$ cat config.mk
export PLATFORM = sky130hd
export DESIGN_NAME = led_pwm_sequencer
export DESIGN_NICKNAME = d
export VERILOG_FILES = /design/src/rtl/led_pwm_sequencer.sv
export SDC_FILE = /design/constraint.sdc
export NUM_CORES = 1
export LEC_CHECK = 0
export CAP_MARGIN = 20
export CELL_PAD_IN_SITES_DETAIL_PLACEMENT = 0
export CELL_PAD_IN_SITES_GLOBAL_PLACEMENT = 1
export CORE_ASPECT_RATIO = 1.2
export CORE_MARGIN = 2
export CORE_UTILIZATION = 28
export CTS_CLUSTER_DIAMETER = 40
export DETAILED_ROUTE_END_ITERATION = 10
export DONT_BUFFER_PORTS = 1
export GPL_ROUTABILITY_DRIVEN = 0
export PLACE_DENSITY_LB_ADDON = 0.2
export RECOVER_POWER = 25
export SLEW_MARGIN = 15
export SYNTH_ARGS = -nofsm -noshare
export SYNTH_HDL_FRONTEND = slang
export SYNTH_SLANG_ARGS = --single-unit
$ cat constraint.sdc
create_clock -name clk -period 3.8 [get_ports clk]
set_input_delay 0.76 -clock clk [delete_from_list [all_inputs] [get_ports clk]]
set_output_delay 0.76 -clock clk [all_outputs]
set_load 0.01 [all_outputs]
$ cat src/rtl/led_pwm_sequencer.sv
// Button-driven LED "breathing" sequencer: debounced commands drive a ramp FSM that steps
// the duty of a single PWM generator, which gates all LEDs together or one rotating LED.
module led_pwm_sequencer #(
    parameter int unsigned PWM_PERIOD = 200,
    parameter int unsigned DUTY_STEP  = 10,
    parameter int unsigned DB_CYCLES  = 150,
    parameter int unsigned DUTY_W     = 8
) (
    input  logic              clk,
    input  logic              reset_n,
    input  logic [3:0]        usr_btn,
    output logic [3:0]        usr_led,
    output logic              pwm_out,
    output logic [DUTY_W-1:0] duty_level,
    output logic [1:0]        fsm_state,
    output logic [1:0]        speed_idx
);
    localparam int unsigned       DbW       = $clog2(DB_CYCLES + 1);
    localparam logic [DbW-1:0]    DbMax     = DbW'(DB_CYCLES);
    localparam logic [DUTY_W-1:0] CntLast   = DUTY_W'(PWM_PERIOD - 1);
    localparam logic [DUTY_W:0]   PeriodExt = (DUTY_W + 1)'(PWM_PERIOD);
    localparam logic [DUTY_W:0]   StepExt   = (DUTY_W + 1)'(DUTY_STEP);

    typedef enum logic [1:0] {
        StIdle  = 2'b00,
        StUp    = 2'b01,
        StDown  = 2'b10,
        StPause = 2'b11
    } state_e;

    logic [3:0]     sync1_q, sync2_q, cmd_q;
    logic [DbW-1:0] db_cnt_q [4];

    // cmd_q pulses for one cycle when a counter steps from DB_CYCLES-1 to DB_CYCLES.
    always_ff @(posedge clk) begin
        if (reset_n) begin
            sync1_q <= '0;
            sync2_q <= '0;
            cmd_q   <= '0;
            for (int i = 0; i < 4; i++) db_cnt_q[i] <= '0;
        end else begin
            sync1_q <= usr_btn;
            sync2_q <= sync1_q;
            for (int i = 0; i < 4; i++) begin
                if (!sync2_q[i]) begin
                    db_cnt_q[i] <= '0;
                end else if (db_cnt_q[i] != DbMax) begin
                    db_cnt_q[i] <= db_cnt_q[i] + 1'b1;
                end
                cmd_q[i] <= sync2_q[i] && (db_cnt_q[i] == DbMax - 1'b1);
            end
        end
    end

    state_e            state_q, state_d;
    logic              dir_up_q, dir_up_d;
    logic [DUTY_W-1:0] duty_q, duty_d, shadow_q, shadow_d, pwm_cnt_q, pwm_cnt_d;
    logic              pwm_q, pwm_d;
    logic [1:0]        speed_q, speed_d;
    logic              chase_q, chase_d;
    logic [3:0]        mask_q, mask_d;
    logic [3:0]        step_cnt_q, step_cnt_d, step_cnt_inc, step_len;
    logic              tick, step_evt;
    logic [DUTY_W:0]   duty_ext, duty_sum, duty_up, duty_dn;

    always_comb begin
        state_d      = state_q;
        dir_up_d     = dir_up_q;
        duty_d       = duty_q;
        step_cnt_d   = step_cnt_q;
        speed_d      = speed_q;
        chase_d      = chase_q;
        mask_d       = mask_q;
        step_evt     = 1'b0;
        tick         = (pwm_cnt_q == CntLast);
        step_len     = 4'd1 << speed_q;
        step_cnt_inc = step_cnt_q + 4'd1;
        duty_ext     = {1'b0, duty_q};
        duty_sum     = duty_ext + StepExt;
        duty_up      = (duty_sum > PeriodExt) ? PeriodExt : duty_sum;
        duty_dn      = (duty_ext >= StepExt) ? duty_ext - StepExt : '0;

        // ">=" lets a speed-up issue the pending step on the very next period tick.
        if ((state_q == StUp || state_q == StDown) && tick) begin
            if (step_cnt_inc >= step_len) begin
                step_evt   = 1'b1;
                step_cnt_d = '0;
            end else begin
                step_cnt_d = step_cnt_inc;
            end
        end

        unique case (state_q)
            StIdle: begin
                duty_d = '0;
                if (cmd_q[0]) begin
                    state_d    = StUp;
                    step_cnt_d = '0;
                end
            end
            StUp: begin
                if (cmd_q[0]) begin
                    state_d    = StPause;
                    dir_up_d   = 1'b1;
                    step_cnt_d = step_cnt_q;
                end else if (step_evt) begin
                    if (duty_ext == PeriodExt) begin
                        state_d = StDown;
                        duty_d  = duty_dn[DUTY_W-1:0];
                    end else begin
                        duty_d  = duty_up[DUTY_W-1:0];
                    end
                end
            end
            StDown: begin
                if (cmd_q[0]) begin
                    state_d    = StPause;
                    dir_up_d   = 1'b0;
                    step_cnt_d = step_cnt_q;
                end else if (step_evt) begin
                    if (duty_q == '0) begin
                        state_d = StUp;
                        duty_d  = duty_up[DUTY_W-1:0];
                        if (chase_q) mask_d = {mask_q[2:0], mask_q[3]};
                    end else begin
                        duty_d  = duty_dn[DUTY_W-1:0];
                    end
                end
            end
            StPause: begin
                if (cmd_q[0]) state_d = dir_up_q ? StUp : StDown;
            end
        endcase

        if (cmd_q[1]) begin
            chase_d = ~chase_q;
            if (!chase_q) mask_d = 4'b0001;
        end
        if (cmd_q[2] && !cmd_q[3] && speed_q != 2'd0) begin
            speed_d = speed_q - 2'd1;
        end else if (cmd_q[3] && !cmd_q[2] && speed_q != 2'd3) begin
            speed_d = speed_q + 2'd1;
        end

        // Shadow takes the post-step duty so a step shows from the first cycle of the new period.
        pwm_cnt_d = tick ? '0 : pwm_cnt_q + 1'b1;
        shadow_d  = tick ? duty_d : shadow_q;
        pwm_d     = (pwm_cnt_d < shadow_d);
    end

    always_ff @(posedge clk) begin
        if (reset_n) begin
            state_q    <= StIdle;
            dir_up_q   <= 1'b1;
            duty_q     <= '0;
            shadow_q   <= '0;
            pwm_cnt_q  <= '0;
            pwm_q      <= 1'b0;
            speed_q    <= 2'd2;
            chase_q    <= 1'b0;
            mask_q     <= 4'b0001;
            step_cnt_q <= '0;
        end else begin
            state_q    <= state_d;
            dir_up_q   <= dir_up_d;
            duty_q     <= duty_d;
            shadow_q   <= shadow_d;
            pwm_cnt_q  <= pwm_cnt_d;
            pwm_q      <= pwm_d;
            speed_q    <= speed_d;
            chase_q    <= chase_d;
            mask_q     <= mask_d;
            step_cnt_q <= step_cnt_d;
        end
    end

    assign pwm_out    = pwm_q;
    assign usr_led    = chase_q ? (mask_q & {4{pwm_q}}) : {4{pwm_q}};
    assign duty_level = duty_q;
    assign fsm_state  = state_q;
    assign speed_idx  = speed_q;

endmodule

Word level (Yosys, flattened, before mapping)
Memory sizes are Yosys's and may differ from the RTL's. Cells that the tools add are included.

Reduce and logical (&&, ||, !) cells: 20. $add $sub $neg: 10. Shift-type cells: 1. Equal/unequal tests: 23. $lt $le $gt $ge: 4. Bitwise operators: 10. Mux-type cells: 79.

Operators by type and width (number): 2-to-1 mux 8 bit (18); equality test 8 bit, second input constant (6); 2-to-1 mux 4 bit (12); adder 8 x 1 -> 8 bit, second input constant (5); 2-to-1 mux 1 bit (34); inequality test 8 bit, second input constant (4); case mux 8 bit (3 select lines) (1); 2-to-1 mux 2 bit (11); inequality test 2 bit, second input constant (6); adder 8 x 4 -> 9 bit, second input constant (1); greater-than comparator 9 x 8 -> 1 bit, second input constant (1); logical AND 1 bit (9); greater-or-equal comparator 8 x 4 -> 1 bit, second input constant (1); logical NOT 8 bit (1); less-than comparator 8 bit (1); OR 1 bit (8); case mux 2 bit (4 select lines) (1); case mux 4 bit (2 select lines) (1); subtractor 8 x 4 -> 8 bit, second input constant (1); inequality test 3 x 2 -> 1 bit, second input constant (2); inequality test 3 bit, second input constant (2); AND reduction 6 bit (1); nonzero test 2 bit (3); adder 4 x 1 -> 4 bit, second input constant (1); 14 further kinds (16).

Input port bits: 6. Output and inout bits: 17. Bits in writable memories: 32. Bits in registers: 51. Logic and storage cells: 161. Memories kept: 1.

Memories: db_cnt_q (words 4, width 8, read ports 4, clocked after memory_dff 0, wr ports 4, line 32) `logic [DbW-1:0] db_cnt_q [4];`.

Longest topological paths before layout
Gate-level depths: netlist of run 1.

Depth in word-level cells: 9. Gate-level depth with buffers: 14. Depth with buffers taken out: 14.

Worst setup path before layout of run 1
OpenSTA, ideal clock, no wires.

Path kind: register to register. Start: register state_q[1], in the netlist fsm_state[1]. End: register pwm_q, in the netlist pwm_out. Library setup time: 0.070 ns. Path slack: 0.617 ns. Cell stages (with the launch flop): 14. Data arrival time: 3.113 ns. Path through: dfxtp_1 -> ha_1 -> clkbuf_1 -> or3b_2 -> o41ai_4 -> nand3_1 -> a221o_1 -> nand3_2 -> o21ai_0 -> ha_1 -> a21o_1 -> a211oi_1 -> o21ai_0 -> a21oi_1.

Word-level cells in the longest chain between the ends: 9. Elaborated cells between the ends (all ways): 13. Classes of those cells: order compare (1); eq/ne (2); mux (7); reduce/logical (3).

Ends and longest elaborated chain: start, declared (line 55) `state_e state_q, state_d;`; start signal, assigned (line 153) `state_q <= StIdle;`; start signal, assigned (line 164) `state_q <= state_d;`; equality test 2 x 1 -> 1 bit / equality test 2 bit (equally long branches) (line 84, 93); logical OR 1 bit (line 84) `if ((state_q == StUp || state_q == StDown) && tick) begin`; logical AND 1 bit (line 84); 2-to-1 mux 1 bit (line 84); 2-to-1 mux 8 bit (on tied branches) (line 120, 106); 2-to-1 mux 8 bit (on tied branches) (line 116, 102); case mux 8 bit (3 select lines) * (line 93) `unique case (state_q)`; 2-to-1 mux 8 bit * (line 147) `shadow_d = tick ? duty_d : shadow_q;`; less-than comparator 8 bit * (line 148) `pwm_d = (pwm_cnt_d < shadow_d);`; end signal, assigned (line 169) `pwm_q <= pwm_d;`; end, declared (line 58) `logic pwm_q, pwm_d;`.

Every way passes the cells marked *; elsewhere a longest branch is shown, timed or not. A chain may end at the register's enable or synchronous reset.

Worst setup path in the final report of run 1
Start: register duty_q[1], in the netlist duty_level[1]. End: register pwm_q, in the netlist pwm_out.

Word-level cells in the longest chain between the ends: 9. Elaborated cells between the ends (all ways): 17. Classes of those cells: add/sub (2); order compare (3); eq/ne (1); mux (10); reduce/logical (1).

Ends and longest elaborated chain: start, declared (line 57) `logic [DUTY_W-1:0] duty_q, duty_d, shadow_q, shadow_d, pwm_cnt_q, pwm_cnt_d;`; start signal, assigned (line 166) `duty_q <= duty_d;`; adder 8 x 4 -> 9 bit (line 79) `duty_sum = duty_ext + StepExt;`; greater-than comparator 9 x 8 -> 1 bit (line 80) `duty_up = (duty_sum > PeriodExt) ? PeriodExt : duty_sum;`; 2-to-1 mux 8 bit (line 80); 2-to-1 mux 8 bit (on tied branches) (line 121, 107); 2-to-1 mux 8 bit (on tied branches) (line 120, 106); 2-to-1 mux 8 bit (on tied branches) (line 116, 102); case mux 8 bit (3 select lines) * (line 93); 2-to-1 mux 8 bit * (line 147); less-than comparator 8 bit * (line 148).

Marks and branches as above.

==> impl_metrics.ini, run 1 <==
[outcome]
outcome = finished clean

[timing]
rsz0062_at_grt = false
relSlewSlack_pct = 56.5
drv_slew = 0
hold_slack_ps = 444
fin_setup_tns_ps = 0
min_period_ps = 3520
finalCritPeriodShare_pct = 92.6
setup_viol = 0
fin_worst_skew_ps = 5.88
fmax_mhz = 284
hold_viol_final = 0
worst_slew_pin_slew_ps = 649

[global_routing]
antenna_found_initial = 0
use_met3_pct = 2.27
grt_max_degree = 40
grt_usage_pct = 12.7
grt.busiest_layer = met2
grt-ovfl-total = 0
use_met2_pct = 20.7
first_global_vias = 3735
grt_pass1_wl_um = 19000
grt_use_met1_pct = 16.0

[power]
vdd_ir_drop_max_mv = 0.146
power_density_nw_per_um2 = 356
total_power_mw = 1.93
leakage_nw = 1.98

[setup_path]
path_max_fanout = 11
crit_arrival_ps = 3790
r2r_start = duty_level[1]$_SDFF_PP0_
cp-start-kind = register
r2r_end = pwm_out$_SDFF_PP0_
rrSetupSlack_ps = 280
crit_type = reg2reg
end_kind = register
endpoint = pwm_out$_SDFF_PP0_
crit_start = duty_level[1]$_SDFF_PP0_
crit_required_ps = 4070
ff2ff_path_depth = 13

[route]
wl_per_cell_um = 15.1
first_iter_violations = 215
vias_per_cell = 5.02
post-route-drc-count = 0
drt_pass1_iterations = 5
ant_nets = 0
routed_wirelength_um = 11400
vias = 3800

[placed_design]
dp_cells = 741
io_buffer_count = 0
placed_area_um2 = 5110
place_hpwl_um = 8350

[layout]
drive_gt1_share_pct = 6.65
syn_to_final_growth_pct = 11.3
seq_area_um2 = 1980
fillerInstances = 1796
final_area_um2 = 5410
multi_input_area_um2 = 2690
finalNetCount = 576
stdcell_count = 757
diodes = 0

[floorplanning]
io_pins = 23
fp.dieW_um = 124
die_y_um = 148
core_um2 = 16900
die_area_um2 = 18400
rows = 52
initial_core_util_pct = 28.8

[clock_tree]
cts_resized = 0
htree_num_levels = 3
clk_pin_slew_ps = 60
cts_tree = yes
cts_setup_buffers = 0
cts_hold_buf = 0
clockBufferDepth = 2
cts.sinks = 83
clock_latency_ps = 340
cts-buffers-inserted = 9
cts_root_buffer = clkbuf_16

[synthesis]
yosysMostFrequentCell = nor2_1
synth-seq-area-share_pct = 40.7
syn-cell-area_um2 = 4860
synth.net_count = 576
synthTopCellsByArea = dfxtp_1 21%, edfxtp_1 20%, ha_1 8.7%, nor2_1 5.6%, xor2_1 4.5%
yosysTopAreaCell = dfxtp_1
synth-seq-cells = 83
ys.flop_type = dfxtp_1
synth_top_area_share_pct = 21.0
async_flop_share_pct = 0
synthDistinctLibCells = 60
synth_edf_count = 32
syn_inst = 536
netlist_top_cells_count = 73 x nor2_1, 51 x dfxtp_1, 34 x ha_1, 34 x nand3_1, 32 x edfxtp_1
synth_warnings = 0
postSynthAreaPerCell_um2 = 9.08

[flow_run]
maxCapViolCount = 0

[hold_path]
hold_class = reg2reg
==> worst min path at each step <==
stage               slack (ps)               endpoint  depth (start not counted)                   from
floorplan                  410  sync2_q[0]$_SDFF_PP0_                          1  sync1_q[0]$_SDFF_PP0_
global placement           430  sync2_q[3]$_SDFF_PP0_                          1  sync1_q[3]$_SDFF_PP0_
detailed placement         420  sync2_q[3]$_SDFF_PP0_                          1  sync1_q[3]$_SDFF_PP0_
CTS                        440  sync2_q[3]$_SDFF_PP0_                          1  sync1_q[3]$_SDFF_PP0_
global route               450  sync2_q[3]$_SDFF_PP0_                          1  sync1_q[3]$_SDFF_PP0_
finish                     440  sync2_q[3]$_SDFF_PP0_                          1  sync1_q[3]$_SDFF_PP0_
==> layer usage <==
metal | vias up | part of all wire [%]
met5 | - | 0
met1 | 1791 | 47
met3 | 20 | 3.8
li1 | 1918 | -
met4 | 0 | 2.5
met2 | 71 | 47
==> state kept, by name, indices dropped and copies added, names as in the netlist <==
signal / count
db_cnt_q: 32
duty_level: 8
pwm_cnt_q: 8
shadow_q: 8
cmd_q: 4
mask_q: 4
step_cnt_q: 4
sync1_q: 4
sync2_q: 4
fsm_state: 2
speed_idx: 2
chase_q: 1
dir_up_q: 1
pwm_out: 1
==> cell type report <==
type	instances	area share, %
clock buffer	11	4.88
clock inverter	5	0.740
inverter	28	1.94
multi-input combinational	405	49.7
sequential	83	36.6
tap	216	4.99
timing repair buffer	9	1.18
==> worst max-delay path: stages, from the launching register on <==
cell,delay [ps]
dfxtp_1,650
inv_1,180
ha_1,360
nor2_1,100
a21oi_1,70
or3_1,390
a21oi_1,330
a31oi_1,190
nand2b_1,180
ha_1,310
a21o_1,190
a211oi_1,250
o21ai_0,110
a21oi_1,130
==> through the flow <==
stage	utilization (%)	setup WS, ps
2_1_floorplan	-	617
3_3_place_gp	30.2	468
3_5_place_dp	30.2	408
4_1_cts	32.0	332
5_1_grt	32.0	19.5
6_report	32.0	281
==> cell families after synthesis <==
kind of cell             Yosys count  share of synthesized area, %
flip-flops                        83                          40.7
XOR/XNOR                          37                          6.66
buffers and inverters             48                          4.01
AO/OA/AOI/OAI                    103                          14.8
multiplexers                       4                         0.849
adder cells (fa/ha/maj)           34                          8.74
AND/OR/NAND/NOR                  227                          24.2
==> where the power goes <==
| part | total, mW | internal, mW | switching (mW) |
|---|---|---|---|
| clock network | 0.891 | 0.508 | 0.383 |
| logic | 0.0921 | 0.0385 | 0.0536 |
| registers | 0.945 | 0.929 | 0.0166 |
==> placed cells by master (no fill, tap or decap), types with 3 or more instances in the layout <==
| master | count |
|---|---|
| nor2_1 | 73 |
| dfxtp_1 | 51 |
| nand3_1 | 34 |
| ha_1 | 34 |
| edfxtp_1 | 32 |
| inv_1 | 28 |
| xor2_1 | 25 |
| a21oi_1 | 23 |
| nand2_1 | 23 |
| o21ai_0 | 20 |
| nor2b_1 | 19 |
| and3_1 | 15 |
| xnor2_1 | 12 |
| nor3_1 | 11 |
| nand2b_1 | 10 |
| clkbuf_16 | 10 |
| a31oi_1 | 9 |
| buf_4 | 8 |
| a311oi_1 | 6 |
| o211ai_1 | 5 |
| or3_1 | 5 |
| nor3b_1 | 5 |
| a21boi_0 | 5 |
| and2_0 | 5 |
| and2_1 | 4 |
| nor4_1 | 4 |
| a211oi_1 | 4 |
| a31o_2 | 3 |
| nand3b_1 | 3 |
| o2111ai_1 | 3 |
| a21o_1 | 3 |
| a2111oi_0 | 3 |
| o41ai_1 | 3 |
| a211o_1 | 3 |
| mux2i_1 | 3 |
| nand4_1 | 3 |
| inv_6 | 3 |
Power figures use the tool's default switching activity.
==> run 2: changes to the inputs <==
--- a/config.mk
+++ b/config.mk
@@ -13,7 +13,6 @@
 export CORE_UTILIZATION = 28
 export CTS_CLUSTER_DIAMETER = 40
 export DETAILED_ROUTE_END_ITERATION = 10
-export DONT_BUFFER_PORTS = 1
 export GPL_ROUTABILITY_DRIVEN = 0
 export PLACE_DENSITY_LB_ADDON = 0.2
 export RECOVER_POWER = 25
==> run 2 against run 1 <==
  * Highest routed layer unchanged
  * Sequential share of layout area fell by 1.5 points
  * Largest cell class unchanged
  * Critical endpoint unchanged
  * Setup slack better by 47 ps
  * Design area grew 4.2%
  * Core utilization increased by 1.4 points
  * Critical path depth did not move
  * Global-route usage about the same
  * Power rose by 2.1%
  * Worst hold slack worse by 5.1 ps
  * Combinational power grew 37%
  * Via count rose by 2.1%
==> impl_metrics.ini, run 2 (same netlist as run 1, synthesis figures left out) <==
[outcome]
outcome = finished clean

[timing]
hold_viol_final = 0
finalCritPeriodShare_pct = 91.4
min_period_ps = 3470
setup_viol = 0
rsz0062_at_grt = false
fin_setup_tns_ps = 0
fmax_mhz = 288
relSlewSlack_pct = 26.9
fin_worst_skew_ps = 7.67
drv_slew = 0
worst_slew_pin_slew_ps = 1100

[hold_path]
min-delay-start = sync1_q[3]$_SDFF_PP0_
hold_class = reg2reg

[setup_path]
slowest_delay_ps = 620
cp-start-kind = register
worst-path-buf-inv = 1
crit_family = compound AO/OA/AOI/OAI gates
crit_required_ps = 4070
path_max_fanout = 11
crit_type = reg2reg
end_kind = register
cp_slowest_cell = dfxtp_1
path_cells = inv_1, ha_1, nor2_1, a21oi_1, or3_1, a21oi_1, a31oi_1, nand2b_1, ha_1, a21o_1, a211oi_1, o21ai_0, a21oi_1
crit_arrival_ps = 3750
crit_start = duty_level[1]$_SDFF_PP0_
cpMostUsedCell = a21oi_1
r2r_start = duty_level[1]$_SDFF_PP0_

[floorplanning]
initial_core_util_pct = 28.8
io_pins = 23
fp.dieW_um = 124
die_area_um2 = 18400
die_y_um = 148
rows = 52
core_um2 = 16900

[flow_run]
maxCapViolCount = 0

[power]
leakage_nw = 2.07
vdd_ir_drop_max_mv = 0.202
power_density_nw_per_um2 = 349
total_power_mw = 1.97

[layout]
top_register = db_cnt_q
largest_reg_flops = 32
finalNetCount = 600
final_area_um2 = 5640
syn_to_final_growth_pct = 16.0
diodes = 0
drive_gt1_share_pct = 6.37
fillerInstances = 1799
mostFrequentLayoutCells = 73 x nor2_1, 51 x dfxtp_1, 34 x nand3_1, 34 x ha_1, 32 x edfxtp_1
final_common_cell = nor2_1

[global_routing]
grt_pass1_wl_um = 18900
grt-ovfl-total = 0
grt_usage_pct = 12.7
first_global_vias = 3682
grt_max_degree = 23
antenna_found_initial = 0

[route]
vias_per_cell = 4.97
first_iter_violations = 203
post-route-drc-count = 0
wl_per_cell_um = 14.4
routed_wirelength_um = 11300
ant_nets = 0
drt_pass1_iterations = 4
vias = 3880

[clock_tree]
clockBufferDepth = 2
htree_num_levels = 3
cts_setup_buffers = 0
cts_resized = 0
cts_hold_buf = 0
clock_latency_ps = 340
cts-buffers-inserted = 9
cts_root_buffer = clkbuf_16
cts_tree = yes
clk_pin_slew_ps = 60
cts.sinks = 83

[placed_design]
io_buffer_count = 22
place_hpwl_um = 8370
placed_area_um2 = 5350
## run 2: cell count changes in the layout (fill, tap and decap cells not counted), moves of 2 or more
cell	before	now
dlygate4sd3_1	0	2
inv_6	3	1
and2_1	4	6
and2_0	5	3
clkdlybuf4s50_1	0	20
## run 2: metal layers
layer,part of all wire (%),GRT usage [%],up-vias
met4,2.8,5.96,0
met2,46,20.6,60
met3,3.0,2.41,21
met5,0,0,-
met1,48,16.5,1829
li1,-,-,1970
## run 2: worst reg2reg max path: cells and delay by family, from the launching register on
family,cells,cell delay (ps)
AOI/OAI and AO/OA,7,1240
adders and majority gates,2,680
and+or+nand+nor,3,680
DFF,1,620
buffers and inverters,1,190
## run 2: power breakdown
group / internal (mW) / total, mW / switching, mW
clock: 0.528 / 0.900 / 0.373
combinational: 0.0598 / 0.126 / 0.0660
sequential: 0.929 / 0.943 / 0.0137
total: 1.52 / 1.97 / 0.452
## run 2: cell type report
cell class / count / area (µm²) / area share [%]
clock inverters: 6 / 62.6 / 1.11
multi-input cells: 405 / 2690 / 47.6
repair buffers: 33 / 295 / 5.23
clock buffers: 10 / 239 / 4.24
flip-flops and latches: 83 / 1980 / 35.1
well taps: 216 / 270 / 4.79
inverters: 28 / 105 / 1.86
## run 2: worst paths after layout
| check | end | slack (ps) | depth (start not counted) |
|---|---|---|---|
| max | pwm_out$_SDFF_PP0_ | 330 | 13 |
| min | sync2_q[3]$_SDFF_PP0_ | 440 | 1 |
| max reg2reg | pwm_out$_SDFF_PP0_ | 330 | 13 |
| min reg2reg | sync2_q[3]$_SDFF_PP0_ | 440 | 1 |
## run 2: metrics by stage
stage | utilization (%) | cells | setup WS [ps] | hold slack, ps
floorplan | - | 536 | 617 | 414
CTS | 33.4 | 781 | 318 | 447
global placement | 31.6 | 765 | 339 | 424
finish | 33.4 | 781 | 327 | 439
detailed placement | 31.6 | 765 | 387 | 432
global route | 33.4 | 781 | 16.3 | 467
==> variant (flow settings as in run 1) <==
The parameter `DB_CYCLES` goes from 150 to 75.
--- a/src/rtl/led_pwm_sequencer.sv
+++ b/src/rtl/led_pwm_sequencer.sv
@@ -5,3 +5,3 @@
     parameter int unsigned DUTY_STEP  = 10,
-    parameter int unsigned DB_CYCLES  = 150,
+    parameter int unsigned DB_CYCLES  = 75,
     parameter int unsigned DUTY_W     = 8
Behaviour: same outputs for any inputs over 10 cycles, from zero or initial values and one cycle with reset_n high; that may be too few to reach the edited logic, so the function may still have changed.
==> variant against run 1 <==
  * Sequential cell count shrank 4
  * Largest cell class unchanged
  * Die area is 5.5% lower
  * Worst setup slack improved by 0.020 ns
  * Via count fell by 7.4%
  * Area after synthesis fell by 5.7%
  * Utilization hardly changed
  * Cell area fell by 4.5%
  * Wire length shrank 9.5%
  * Highest routed layer unchanged
  * Sequential share of layout area fell by 0.58 points
  * First-iteration DRC count is 35% lower
  * Critical endpoint unchanged
Power is not compared: it rests on default switching activity, and its combinational part moved more than twofold at a synthesized area within 25%.
==> variant: results (changes against run 1) <==
outcome finished, final reports clean; first-pass GRT wire length 17,300 microns (-9.0%); final WL 10,300 microns (-9.5%); CP peak stage delay 0.37 ns (-0.28 ns); multiplexer share of the synthesized area 0.873% (+0.024 points); share of layout cells above drive strength 1 10.3% (+3.7 points); Syn. warnings 0 (unchanged); Mapped Cells 498 (-7.1%); clk_skew 0.00755 ns (+0.00167 ns); Place WS 0.141 ns (-0.267 ns); Seq/Total Area, Yosys 40.6% (-0.15 points); Worst Max-Slew Pin Slew 0.698 ns (+0.0483 ns); vias per cell 4.85 (-3.4%); CP max stage cell ha_1; Post-CTS Setup Bufs 0 (unchanged); sw power 0.457 mW; gr usage total 12.5% (-0.20 points); clk buf depth 2 (unchanged); P_comb 0.196 mW; multi-input logic area 2570 sq um (-4.5%); Reg with most FFs db_cnt_q; met2 Use GR 21.3% (+0.61 points); DP Area 4910 sq um (-4.0%); Nets 545 (-5.4%); highest routed layer met4; Synth cell types 73 (+22%); Worst EP arrival 3.74 ns (-0.05 ns); dpl cells 710 (-4.2%); M1 GR Usage 15.0% (-0.99 points); max FFs per register 28 (-13%); Synth top cells by count nor2_1 (70), dfxtp_1 (51), nand2_1 (36), ha_1 (30), edfxtp_1 (28); met2 WL 5160 microns (-3.2%); EDFF count, synth 28 (-13%); vias in the first global route 3,505 (-6.2%); Synth Net Count 534 (-7.3%); commonest register cell after synthesis dfxtp_1; drt drc 0 (unchanged); Worst Path Max Fanout 7 (-4); CP dominant cell by count a21o_1; FF-to-FF path depth 12 (-1); DR iter-0 viols 139 (-35%); met1 wire length 4580 microns (-15%); first drt pass iteration count 4 (-1); largest net degree at the start of global routing 49 (+23%); DP Wirelength 7570 microns (-9.3%); fill cell count 1,677 (-6.6%); Synth Area in Adders 8.18% (-0.56 points); drt wl/cell 14.2 microns (-5.6%); Synth Area in Compound Gates 16.0% (+1.2 points); die width 121 microns (-2.8%); synth top area cells dfxtp_1 (22%), edfxtp_1 (18%), ha_1 (8.2%); post-synthesis xor/xnor area fraction 5.73% (-0.93 points); number of port buffers 0 (unchanged); met3 wire len 332 microns (-23%); initial antenna violation count 0 (unchanged); GR Layer Usage met3 2.84% (+0.57 points); Static Leak about 2.0 nW; diodes inserted 0 (unchanged)
[variant: changes by cell type after synthesis, sizes merged, moves of 5 or more]
cell	delta
nand2	+12
xor2	-11
inv	-10
nand3	-10
a31oi	-8
a21o	+6
nor3	-6
a311oi	-5
nand2b	-5
[variant: final cells by class]
class                           count  area share [%]
Multi-Input combinational cell    380            49.6
Sequential cell                    79            36.0
Tap cell                          212            5.13
Clock buffer                       11            4.50
Timing Repair Buffer               21            2.90
Inverter                           18            1.31
Clock inverter                      5           0.484
[variant: final timing paths]
path | from | end | slack (ns)
min | sync1_q[3] | sync2_q[3] | 0.43
max | fsm_state[0] | pwm_out | 0.30
min reg2reg | sync1_q[3] | sync2_q[3] | 0.43
max reg2reg | fsm_state[0] | pwm_out | 0.30
[variant: what timing repair did]
| item | 4_1_cts | 5_1_grt |
|---|---|---|
| setup endpoints to repair | 0 | 1 |
| hold buffers | 0 | 0 |
| gates resized for setup | 0 | 7 |
